[src/rtl/pixel_combinator.sv]
// Pops the lowest-index queue whose head matches the scan coordinate and
// registers it as a pixel stream. Optional stall timeout: PIXEL_COMBINATOR_TIMEOUT_EN.
module pixel_combinator #(
  parameter int DATA_WIDTH     = 32,
  parameter int RBG_SIZE       = 24,
  parameter int NUM_QUEUES     = 4,
  parameter int IMAGE_W        = 640,
  parameter int IMAGE_H        = 480,
  parameter int TIMEOUT_CYCLES = 1024
) (
  input  logic                           clk,
  input  logic                           reset,
  input  logic                           enable_i,
  input  logic [NUM_QUEUES-1:0]          match_i,
  input  logic [NUM_QUEUES*RBG_SIZE-1:0] colour_i,
  output logic [DATA_WIDTH-1:0]          xpixel_check,
  output logic [DATA_WIDTH-1:0]          ypixel_check,
  output logic [NUM_QUEUES-1:0]          pop_o,
  output logic [RBG_SIZE-1:0]            pixel_data,
  output logic                           pixel_valid,
  input  logic                           pixel_ready,
  output logic                           sop,
  output logic                           eop,
  output logic                           frame_done,
  output logic                           dup_err
`ifdef PIXEL_COMBINATOR_TIMEOUT_EN
  ,
  output logic                           timeout_err
`endif
);

  typedef enum logic {SCAN, HOLD} state_t;

  localparam logic [DATA_WIDTH-1:0] X_LAST = DATA_WIDTH'(IMAGE_W - 1);
  localparam logic [DATA_WIDTH-1:0] Y_LAST = DATA_WIDTH'(IMAGE_H - 1);

  state_t                  state_q, state_d;
  logic [DATA_WIDTH-1:0]   x_q, x_d, y_q, y_d;
  logic [RBG_SIZE-1:0]     data_q, data_d;
  logic                    valid_q, valid_d;
  logic                    sop_q, sop_d, eop_q, eop_d;
  logic                    frame_done_q, frame_done_d;
  logic                    dup_err_q, dup_err_d;

  logic [NUM_QUEUES-1:0]   pop_sel;
  logic [RBG_SIZE-1:0]     sel_colour;
  logic                    found, multi;
  logic                    slot_free, pop_go, fire, load;
  logic                    at_first, at_last;

  // Priority pick: first set bit wins, any further set bit flags a duplicate.
  always_comb begin
    pop_sel    = '0;
    sel_colour = '0;
    found      = 1'b0;
    multi      = 1'b0;
    for (int q = 0; q < NUM_QUEUES; q++) begin
      if (match_i[q]) begin
        if (found) begin
          multi = 1'b1;
        end else begin
          found      = 1'b1;
          pop_sel[q] = 1'b1;
          sel_colour = colour_i[q*RBG_SIZE +: RBG_SIZE];
        end
      end
    end
  end

  assign slot_free = !valid_q || pixel_ready;
  assign pop_go    = (state_q == SCAN) && enable_i && found && slot_free;
  assign pop_o     = pop_go ? pop_sel : '0;
  assign load      = pop_go || fire;
  assign at_first  = (x_q == '0) && (y_q == '0);
  assign at_last   = (x_q == X_LAST) && (y_q == Y_LAST);

`ifdef PIXEL_COMBINATOR_TIMEOUT_EN
  localparam int TW = $clog2(TIMEOUT_CYCLES + 1);
  logic [TW-1:0] tcnt_q, tcnt_d;
  logic          timeout_err_q, timeout_err_d;
  logic          stall_tick;

  assign stall_tick = (state_q == SCAN) && enable_i && !found && slot_free;
  assign fire       = stall_tick && (tcnt_q == TW'(TIMEOUT_CYCLES - 1));

  always_comb begin
    tcnt_d        = tcnt_q;
    timeout_err_d = timeout_err_q;
    if (pop_go || fire) begin
      tcnt_d = '0;
    end else if (stall_tick) begin
      tcnt_d = tcnt_q + TW'(1);
    end
    if (fire) timeout_err_d = 1'b1;
  end

  always_ff @(posedge clk or posedge reset) begin
    if (reset) begin
      tcnt_q        <= '0;
      timeout_err_q <= 1'b0;
    end else begin
      tcnt_q        <= tcnt_d;
      timeout_err_q <= timeout_err_d;
    end
  end

  assign timeout_err = timeout_err_q;
`else
  logic [31:0] unused_timeout;
  assign unused_timeout = 32'(TIMEOUT_CYCLES);
  assign fire           = 1'b0;
`endif

  always_comb begin
    state_d      = state_q;
    x_d          = x_q;
    y_d          = y_q;
    data_d       = data_q;
    valid_d      = valid_q;
    sop_d        = sop_q;
    eop_d        = eop_q;
    frame_done_d = 1'b0;
    dup_err_d    = dup_err_q;

    case (state_q)
      SCAN:    if (valid_q && !pixel_ready) state_d = HOLD;
      HOLD:    if (pixel_ready) state_d = SCAN;
      default: state_d = SCAN;
    endcase

    // A timeout load behaves like a pop of a black pixel.
    if (load) begin
      data_d       = pop_go ? sel_colour : '0;
      valid_d      = 1'b1;
      sop_d        = at_first;
      eop_d        = at_last;
      frame_done_d = at_last;
      if (x_q == X_LAST) begin
        x_d = '0;
        y_d = (y_q == Y_LAST) ? '0 : y_q + DATA_WIDTH'(1);
      end else begin
        x_d = x_q + DATA_WIDTH'(1);
      end
    end else if (valid_q && pixel_ready) begin
      valid_d = 1'b0;
      sop_d   = 1'b0;
      eop_d   = 1'b0;
    end

    if (pop_go && multi) dup_err_d = 1'b1;
  end

  always_ff @(posedge clk or posedge reset) begin
    if (reset) begin
      state_q      <= SCAN;
      x_q          <= '0;
      y_q          <= '0;
      data_q       <= '0;
      valid_q      <= 1'b0;
      sop_q        <= 1'b0;
      eop_q        <= 1'b0;
      frame_done_q <= 1'b0;
      dup_err_q    <= 1'b0;
    end else begin
      state_q      <= state_d;
      x_q          <= x_d;
      y_q          <= y_d;
      data_q       <= data_d;
      valid_q      <= valid_d;
      sop_q        <= sop_d;
      eop_q        <= eop_d;
      frame_done_q <= frame_done_d;
      dup_err_q    <= dup_err_d;
    end
  end

  assign xpixel_check = x_q;
  assign ypixel_check = y_q;
  assign pixel_data   = data_q;
  assign pixel_valid  = valid_q;
  assign sop          = sop_q;
  assign eop          = eop_q;
  assign frame_done   = frame_done_q;
  assign dup_err      = dup_err_q;

endmodule
[config.mk]
export PLATFORM = sky130hd
export DESIGN_NAME = pixel_combinator
export DESIGN_NICKNAME = d
export VERILOG_FILES = /design/src/rtl/pixel_combinator.sv
export SDC_FILE = /design/constraint.sdc
export NUM_CORES = 1
export LEC_CHECK = 0
export BUFFER_PORTS_ARGS = -buffer_cell sky130_fd_sc_hd__buf_2
export CAP_MARGIN = 10
export CORE_MARGIN = 2
export CORE_UTILIZATION = 50
export CTS_BUF_LIST = sky130_fd_sc_hd__clkbuf_8
export CTS_CLUSTER_DIAMETER = 50
export CTS_CLUSTER_SIZE = 40
export DETAILED_ROUTE_END_ITERATION = 8
export GPL_TIMING_DRIVEN = 0
export PLACE_DENSITY_LB_ADDON = 0.12
export SLEW_MARGIN = 5
export SYNTH_ARGS = -nofsm -noshare
export SYNTH_HDL_FRONTEND = slang
export SYNTH_SLANG_ARGS = --single-unit
[constraint.sdc]
create_clock -name clk -period 3.6 [get_ports clk]
set_clock_uncertainty 0.2 [all_clocks]
set_input_delay 0.54 -clock clk [delete_from_list [all_inputs] [get_ports clk]]
set_output_delay 0.54 -clock clk [all_outputs]
set_load 0.005 [all_outputs]
==> impl_metrics.json <==
{
  "hp-class": "in2reg",
  "n_antenna_cell": 0,
  "wl_met1_mm": 6.05,
  "critPathMaxStageDelay_ns": 1.03,
  "clkTransAtPathRegs_ns": 0.08,
  "comb_power_share_pct": 18.0,
  "globalRouteTotalUtil_pct": 27.3,
  "dp_slack_ns": 0.347,
  "cts_buffer_depth": 2,
  "regArea_sq_um": 2350,
  "final_net_count": 841,
  "core_region_area_sq_um": 9730,
  "die_width_microns": 104,
  "finalWorstPathRequiredPeriod_ns": 3.27,
  "iteration_0_drc_count_of_the_detailed_router": 213,
  "initial_antenna_violation_count": 0,
  "fmaxAchievable_ghz": 0.305,
  "clockPowerShare_pct": 30.9,
  "crit_path_start": "match_i[0]",
  "post-route-period-util_pct": 91.0,
  "globalRoute.totalOverflow": 0,
  "route.detailed.wl_per_inst_microns": 16.7,
  "syn_area_per_cell_sq_um": 9.55,
  "synth.yosys.seq_area_share_pct": 47.3,
  "outcome": "finished, final reports clean",
  "clk_root_buffer_cell": "clkbuf_8",
  "post_synth_design_cell_area_sq_um": 4970,
  "slew_viol_final": 0,
  "worst_path_dominant_cell_family": "simple AND/OR/NAND/NOR gates",
  "first_pass_grt_wire_length_mm": 23.7,
  "worst_slack_ns": 0.326,
  "rr_startpoint": "xpixel_check[22]",
  "boundary_pins": 201,
  "netlist_cell_types": 39,
  "total_leakage_power_nw": 3.09,
  "switching_power_w": 0.000695,
  "cts-buffers-inserted": 9,
  "clk-insertion-delay-late_ns": 0.37,
  "port-buffer-count": 199,
  "topRoutingLayerUsed": "met4",
  "synth_top_flop_cell": "dfrtp_1",
  "tightestPinTransition_ns": 1.19,
  "final_weighted_congestion_in_routability_driven_placement": 0.930,
  "irDropWorstVdd_mv": 0.181,
  "fraction_of_final_layout_cells_sized_beyond_drive_strength_1_pct": 32.2,
  "post-synth-top-area-fraction_pct": 47.3,
  "path_cells": "buf_2 -> nor4b_1 -> clkbuf_1 -> and2_1 -> buf_2",
  "wl_mm": 14.6,
  "timing.critical_path.required_ns": 2.86,
  "post_cts_buffers": 0,
  "cts_tree": "yes",
  "timing.final.setup_violations": 0,
  "power_density_nw_per_um2": 387,
  "critical_path.n_buffers_inverters": 3,
  "num_vias": 4884,
  "endpoint_kind": "output pin",
  "crit_path_top_delay_cell": "nor4b_1",
  "postRouteAntennaNets": 0,
  "synth-warning-count": 0,
  "synth-edff-count": 0,
  "slew_headroom_pct": 19.7,
  "metal3_wl_microns": 908,
  "most_area_consuming_cells_after_synthesis": "dfrtp_1 47%, xor2_1 5.5%, a221oi_1 4.2%",
  "worst_setup_path_start_kind": "primary input",
  "drv_cap": 0,
  "fin_area_sq_um": 6390,
  "footprint_of_the_multi_input_gates_sq_um": 2420,
  "via_density_per_instance": 5.61,
  "power.share.switching_pct": 28.1,
  "detailedRoute.firstPassIterationCount": 5,
  "cpMostUsedCell": "buf_2",
  "hpwlAfterDp_mm": 11.1,
  "design.die.area_sq_um": 10800,
  "post-route-drc-count": 0,
  "placement_stage_cell_area_sq_um": 6170,
  "rows": 36,
  "first_global_vias": 4856,
  "grt_start_max_net_pins": 66,
  "final_core_area_utilization_pct": 65.7,
  "setup_repair_after_global_routing_missed_its_margin": "false",
  "ys_ff_latch": 94,
  "timing_hold_violations_final": 0,
  "area_growth_syn_to_layout_pct": 28.5,
  "synthArstFlopShare_pct": 100,
  "tritoncts_num_sinks": 94,
  "met2_wirelength_mm": 7.33,
  "cp_max_fo": 10,
  "post-synth-top-area-cell": "dfrtp_1",
  "synthesis.instances": 521,
  "finalPower_w": 0.00247,
  "holdCritStartpoint": "pixel_ready",
  "floorplan.die.height_microns": 104,
  "nFillCells": 866,
  "worstPathArrival_ns": 2.53,
  "starting_density_of_the_core_pct": 51.1,
  "htree_levels": 3,
  "timing.setup.critical_path_class": "in2out",
  "power_report.internal_total_w": 0.00178,
  "synthesis.nets": 629,
  "seq_power_share_pct": 51.0
}
-- stage by stage --
step                hold slack [ns]  setup TNS [ns]  cells
floorplan                     0.267               0    521
global placement              0.259          -61.95    853
detailed placement            0.268               0    854
CTS                           0.158               0    871
global route                  0.151               0    871
finish                        0.171               0    871
-- cell type report --
cell class	count	share of cell area [%]
Clock inverter	6	1.21
Tap cell	133	2.60
Inverter	19	1.15
Clock buffer	10	2.15
Timing Repair Buffer	201	16.2
Sequential cell	94	36.8
Multi-Input combinational cell	379	37.9
Buffer	29	1.98
-- power by group through the flow --
stage	Clock (W)	Combinational (W)	Sequential, W
finish	0.000764	0.000446	0.00126
global route	0.000823	0.000504	0.00128
CTS	0.000782	0.000450	0.00126
detailed placement	0	0.000447	0.00128
global placement	0	0.000433	0.00127
floorplan	0	0.000202	0.00127
-- path summary, 6_finish.rpt --
path	to	slack (ns)	cells past startpoint
worst max-delay path	pop_o[3]	0.33	5
worst max register to register	ypixel_check[13]	0.82	6
max in group asynchronous	ypixel_check[28]	2.00	4
worst min register to register	pixel_data[3]	0.28	2
min in group asynchronous	pixel_data[17]	0.53	3
worst min-delay path	state_q	0.17	2
-- layout by cell type, fill, tap and decap left out, types with 23 or more instances in the layout --
cell type / count
nand3_1: 25
nand2_1: 52
clkbuf_1: 23
o21ai_0: 36
nor2_1: 45
dfrtp_1: 94
a221oi_1: 24
a22oi_1: 24
buf_2: 201
xor2_1: 31
-- sequential cells by signal (all words and copies together) (netlist names) --
| register | count |
|---|---|
| eop | 1 |
| frame_done | 1 |
| ypixel_check | 32 |
| state_q | 1 |
| pixel_data | 24 |
| dup_err | 1 |
| xpixel_check | 32 |
| pixel_valid | 1 |
| sop | 1 |
-- Yosys cell counts, types with 3 or more instances --
cell type	instances
nand4_1	22
nor4_1	15
inv_1	19
nor3_1	14
a22oi_1	24
and4_1	3
ha_1	4
clkbuf_1	23
xor2_1	31
dfrtp_1	94
a21oi_1	6
nand3_1	25
nand2_1	52
nor4b_1	3
xnor2_1	22
and2_1	3
a221oi_1	24
nor4_2	14
and3_1	12
or4_1	5
nor2_1	45
o21ai_0	36
-- per-layer routing --
layer | track usage [%] | vias to the layer above
met4 | 8.78 | 0
met1 | 33.9 | 2356
met5 | 0 | -
li1 | - | 2323
met2 | 47.2 | 181
met3 | 6.36 | 24
-- logic make-up (layout without fill, tap and decap cells) --
family / Yosys count / count (layout) / synth area share [%]
AND/OR/NAND/NOR: 225 / 225 / 25.0
AO/OA/AOI/OAI: 94 / 94 / 12.7
flip-flops: 94 / 94 / 47.3
XOR/XNOR: 54 / 54 / 9.66
buffers and inverters: 48 / 265 / 3.97
adder cells (fa/ha/maj): 5 / 5 / 1.21
multiplexers: 1 / 1 / 0.201
-- timing repair --
item / 4_1_cts / 5_1_grt
gates resized for setup: 0 / 0
hold buffers: 1 / 0
hold endpoints to repair: 29 / 0
(Power assumes the default switching activity.)
